<file path="src/rtl/beat_pulse_conditioner.sv">
// Heartbeat front end: synchronizes and debounces the raw sensor pulse, applies a
// refractory window, and emits one strobe per accepted beat plus glitch/asystole status.
module beat_pulse_conditioner #(
    parameter int DEBOUNCE_MS = 8,
    parameter int REFRACT_MS  = 250,
    parameter int TIMEOUT_MS  = 3000,
    parameter int CNT_W       = 12
) (
    input  logic       clk,
    input  logic       rst_n,
    input  logic       tick_1ms,
    input  logic       pulse_raw,
    output logic       beat_pulse,
    output logic       beat_level,
    output logic       asystole_flag,
    output logic [7:0] rejected_count
);
    localparam logic [1:0] ARMED    = 2'd0;
    localparam logic [1:0] DEB_HI   = 2'd1;
    localparam logic [1:0] REFRACT  = 2'd2;
    localparam logic [1:0] WAIT_LOW = 2'd3;

    localparam logic [CNT_W-1:0] DEB_END = CNT_W'(DEBOUNCE_MS);
    localparam logic [CNT_W-1:0] REF_END = CNT_W'(REFRACT_MS);
    localparam logic [CNT_W-1:0] TO_END  = CNT_W'(TIMEOUT_MS);

    logic             sync_q1, sync_in, sync_prev;
    logic [1:0]       state;
    logic [CNT_W-1:0] deb_cnt, ref_cnt, to_cnt;
    logic [CNT_W-1:0] deb_nxt, ref_nxt;
    logic             reject;

    assign deb_nxt = deb_cnt + CNT_W'(1);
    assign ref_nxt = ref_cnt + CNT_W'(1);

    // An abort in DEB_HI wins over a coincident tick, so a falling input never counts.
    always_comb begin
        reject = 1'b0;
        if (state == DEB_HI && !sync_in)
            reject = 1'b1;
        if (state == REFRACT && sync_in && !sync_prev)
            reject = 1'b1;
    end

    always_ff @(posedge clk or negedge rst_n) begin
        if (!rst_n) begin
            sync_q1   <= 1'b0;
            sync_in   <= 1'b0;
            sync_prev <= 1'b0;
        end else begin
            sync_q1   <= pulse_raw;
            sync_in   <= sync_q1;
            sync_prev <= sync_in;
        end
    end

    always_ff @(posedge clk or negedge rst_n) begin
        if (!rst_n) begin
            state          <= ARMED;
            deb_cnt        <= '0;
            ref_cnt        <= '0;
            beat_pulse     <= 1'b0;
            beat_level     <= 1'b0;
            rejected_count <= 8'd0;
        end else begin
            beat_pulse <= 1'b0;
            if (reject && rejected_count != 8'hFF)
                rejected_count <= rejected_count + 8'd1;
            case (state)
                ARMED: begin
                    if (sync_in) begin
                        state   <= DEB_HI;
                        deb_cnt <= '0;
                    end
                end
                DEB_HI: begin
                    if (!sync_in) begin
                        state <= ARMED;
                    end else if (tick_1ms) begin
                        deb_cnt <= deb_nxt;
                        if (deb_nxt == DEB_END) begin
                            state      <= REFRACT;
                            ref_cnt    <= '0;
                            beat_level <= 1'b1;
                            beat_pulse <= 1'b1;
                        end
                    end
                end
                REFRACT: begin
                    if (!sync_in)
                        beat_level <= 1'b0;
                    if (tick_1ms) begin
                        ref_cnt <= ref_nxt;
                        if (ref_nxt == REF_END)
                            state <= sync_in ? WAIT_LOW : ARMED;
                    end
                end
                WAIT_LOW: begin
                    if (!sync_in) begin
                        beat_level <= 1'b0;
                        state      <= ARMED;
                    end
                end
                default: state <= ARMED;
            endcase
        end
    end

    // A beat clears the timeout even when a tick lands on the same clk.
    always_ff @(posedge clk or negedge rst_n) begin
        if (!rst_n)
            to_cnt <= '0;
        else if (beat_pulse)
            to_cnt <= '0;
        else if (tick_1ms && to_cnt != TO_END)
            to_cnt <= to_cnt + CNT_W'(1);
    end

    assign asystole_flag = (to_cnt == TO_END);

endmodule

</file>
<file path="config.mk">
export PLATFORM = sky130hd
export DESIGN_NAME = beat_pulse_conditioner
export DESIGN_NICKNAME = d
export VERILOG_FILES = /design/src/rtl/beat_pulse_conditioner.sv
export SDC_FILE = /design/constraint.sdc
export NUM_CORES = 1
export LEC_CHECK = 0
export ABC_AREA = 1
export CORE_UTILIZATION = 60
export DETAILED_ROUTE_END_ITERATION = 10
export GPL_ROUTABILITY_DRIVEN = 0
export PLACE_DENSITY = 0.84
export SLEW_MARGIN = 20
export SYNTH_ARGS = -nofsm -noshare
export SYNTH_HDL_FRONTEND = slang
export SYNTH_SLANG_ARGS = --single-unit
</file>
<file path="constraint.sdc">
create_clock -name clk -period 2.2 [get_ports clk]
set_input_delay 0.33 -clock clk [delete_from_list [all_inputs] [get_ports clk]]
set_output_delay 0.33 -clock clk [all_outputs]
set_load 0.02 [all_outputs]
</file>
==> qor.yml <==
synth:
  ys_top_cells_by_count: "nand2_1, inv_1, dfrtp_1"
  synth-async-reset-ratio_pct: 100
  synth_area_leader_cell: "dfrtp_1"
  synth.most_common_cell: "nand2_1"
  yosysSeqAreaShare_pct: 42.3
  syn_avg_cell_area_um2: 7.34
  ys_dominant_reg_cell: "dfrtp_1"
  synth_seq_cells: 51
  mappedNetlistNets: 423
  synth_cells: 411
  ys_types: 32
  synth-edff-count: 0
  yosysWarnings: 0
  netlist.area_leader.share_pct: 42.3
  synth_area_leaders: "dfrtp_1, nand2_1, inv_1"
  netlist_area_um2: 3020
placement:
  dp_hpwl_mm: 4.40
  port_buffers: 14
  dpl.cell_count: 493
sta:
  rsz0062_at_grt: "false"
  holdWs_ns: 0.120
  slew_violations: 0
  finalSetupViolCount: 0
  fmax_mhz: 506
  fin_crit_ns: 1.98
  fin_worst_skew_ns: 0.0121
  period_share_pct: 89.8
  relSlewSlack_pct: 56.8
  hold_viol: 0
  worst_pin_slew_ns: 0.648
  setup_tns_ns: 0
global_routing:
  antenna_found_initial: 0
  grt_util_all_layers_pct: 25.6
  grt_pass1_wl_mm: 10.8
  grt_pass1_vias: 2555
  grt_max_degree: 52
  grt.overflow.total: 0
clock_tree:
  clk_path_buf_depth: 2
  h-tree-depth: 2
  root_buffer: "clkbuf_8"
  cts_tree: "done"
  cts.sink_count: 51
  clk_latency_ns: 0.30
  clk_pin_slew_worst_paths_ns: 0.10
  cts_inserted_buffers: 5
pwr:
  p_leak_nw: 1.60
  power_density_nw_per_um2: 860
  ir_drop_mv: 0.594
drt:
  drc: 0
  wire_per_inst_um: 12.3
  vias: 2724
  drt-pass1-iter-count: 4
  viasPerCell: 5.44
  drt-total-wl_mm: 6.17
  first_iter_violations: 174
  ant_nets: 0
die:
  die-area_um2: 5320
  die_h_um: 72.9
  num_rows: 25
  core_area_um2: 4790
  boundaryPins: 15
  start_util_pct: 63.1
  die_w_um: 72.9
critical_path:
  path_max_fanout: 15
  critPathArrivalTime_ns: 2.17
  start_kind: "register"
  end_kind: "register"
  critPathLaunch: "deb_cnt[0]$_DFFE_PN0P_"
  crit_top_cell: "nand2_1"
  critPathKind: "register to register"
  path_cells: "ha_2 -> inv_1 -> nand2_1 -> nand2_1 -> nor2_1 -> nand2_1 -> nor2_1 -> nand2_1 -> nor2_4 -> nand3_2 -> nand2_4 -> nand2_4 -> nand2_1 -> nand2_1"
  required_ns: 2.40
  path_delay_family: "simple AND/OR/NAND/NOR gates"
  crit_buf_inv: 1
  cpMaxStageDelayCell: "dfrtp_1"
  max_stage_delay_ns: 0.43
  r2r-start: "deb_cnt[0]$_DFFE_PN0P_"
hold_path:
  hold_class: "input port to async pin"
final_layout:
  layout-drive-gt1-share_pct: 6.91
  synthToLayoutAreaGrowth_pct: 11.9
  diodes: 0
  fin_nets: 445
  stdcell_count: 501
run_status:
  outcome: "completed"
flow_run:
  drv_cap: 0
## power breakdown
group	internal [mW]	switching (mW)	total [mW]
Clock	0.455	0.304	0.759
Sequential	1.09	0.176	1.26
Combinational	0.329	0.553	0.882
Total	1.87	1.03	2.90
## sequential cells by signal, indices dropped and copies added, names as in the netlist
name            count
sync_q1             1
deb_cnt            12
sync_in             1
rejected_count      8
state               2
beat_level          1
ref_cnt            12
sync_prev           1
beat_pulse          1
to_cnt             12
## layout make-up
type / instances / area (um2)
multi-input cells: 296 / 1490
flip-flops and latches: 51 / 1280
clock inverters: 2 / 60.1
inverters: 60 / 225
clock buffers: 6 / 72.6
well taps: 67 / 83.8
repair buffers: 19 / 171
fillers: 388 / 1410
## path summary, 6_finish.rpt
kind / end / slack [ns] / cells past startpoint
max: ref_cnt[6]$_DFFE_PN0P_ / 0.22 / 14
min: to_cnt[2]$_DFFE_PN0P_ / 0.12 / 2
max reg2reg: ref_cnt[6]$_DFFE_PN0P_ / 0.22 / 14
min reg2reg: sync_in$_DFF_PN0_ / 0.35 / 0
max in group asynchronous: deb_cnt[1]$_DFFE_PN0P_ / 1.62 / 2
min in group clk: sync_in$_DFF_PN0_ / 0.35 / 0
## what timing repair did
action / in CTS / in global routing
hold buffers: 0 / 0
endpoints found under the hold margin: 0 / 0
resized for setup: 1 / 2
buffers inserted: 0 / 0
endpoints found under the setup margin: 1 / 12
## cells in the final DEF (no fill, tap or decap), drive strengths merged
master | synthesis | layout
ha | 8 | 8
buf | 3 | 6
a21oi | 18 | 18
o21ai | 14 | 14
xor2 | 4 | 4
a31oi | 2 | 2
dlygate4sd2 | 0 | 1
nand3b | 1 | 1
inv | 57 | 57
o21bai | 2 | 2
a21o | 1 | 1
a22o | 1 | 1
xnor2 | 5 | 5
nor2 | 42 | 42
o22ai | 7 | 7
nand2 | 128 | 128
o32ai | 1 | 1
nand4 | 12 | 12
nand3 | 42 | 42
dfrtp | 51 | 51
o211ai | 1 | 1
clkdlybuf4s50 | 0 | 12
nor3 | 4 | 4
and2 | 1 | 1
bufinv | 0 | 2
clkbuf | 1 | 6
a211oi | 1 | 1
o21a | 1 | 1
clkinv | 3 | 3
## per-layer routing
metal | track usage (%) | vias up | wire length (um)
met5 | 0 | - | 0
met4 | 5.45 | 0 | 38
met3 | 4.97 | 6 | 266
met2 | 45.4 | 50 | 3080
met1 | 32.6 | 1301 | 2790
li1 | - | 1367 | -
## cells by family (layout without fill, tap and decap cells)
logic type | Yosys count | after routing | synth area share, %
and+or+nand+nor | 230 | 230 | 34.0
buffers and inverters | 64 | 87 | 8.50
DFF | 51 | 51 | 42.3
AOI/OAI and AO/OA | 49 | 49 | 9.25
xor gates and xnor gates | 9 | 9 | 2.61
adders and majority gates | 8 | 8 | 3.32
## worst reg2reg max path: cells and delay by family, from the launching register on
kind,cells,cell delay (ns)
DFF,1,0.43
and+or+nand+nor,12,1.16
buffers and inverters,1,0.05
adders and majority gates,1,0.25
## through the flow
step                worst slack [ns]  util, %  total power, mW  instance area [um2]
detailed placement             0.195     67.8             2.14                 3240
global route                  0.0257     70.6             3.09                 3380
finish                         0.224     70.6             2.90                 3380
CTS                            0.153     70.5             2.92                 3370
floorplan                      0.462        -             1.87                 3020
global placement               0.306     67.8             2.10                 3240
Power figures use the tool's default switching activity.
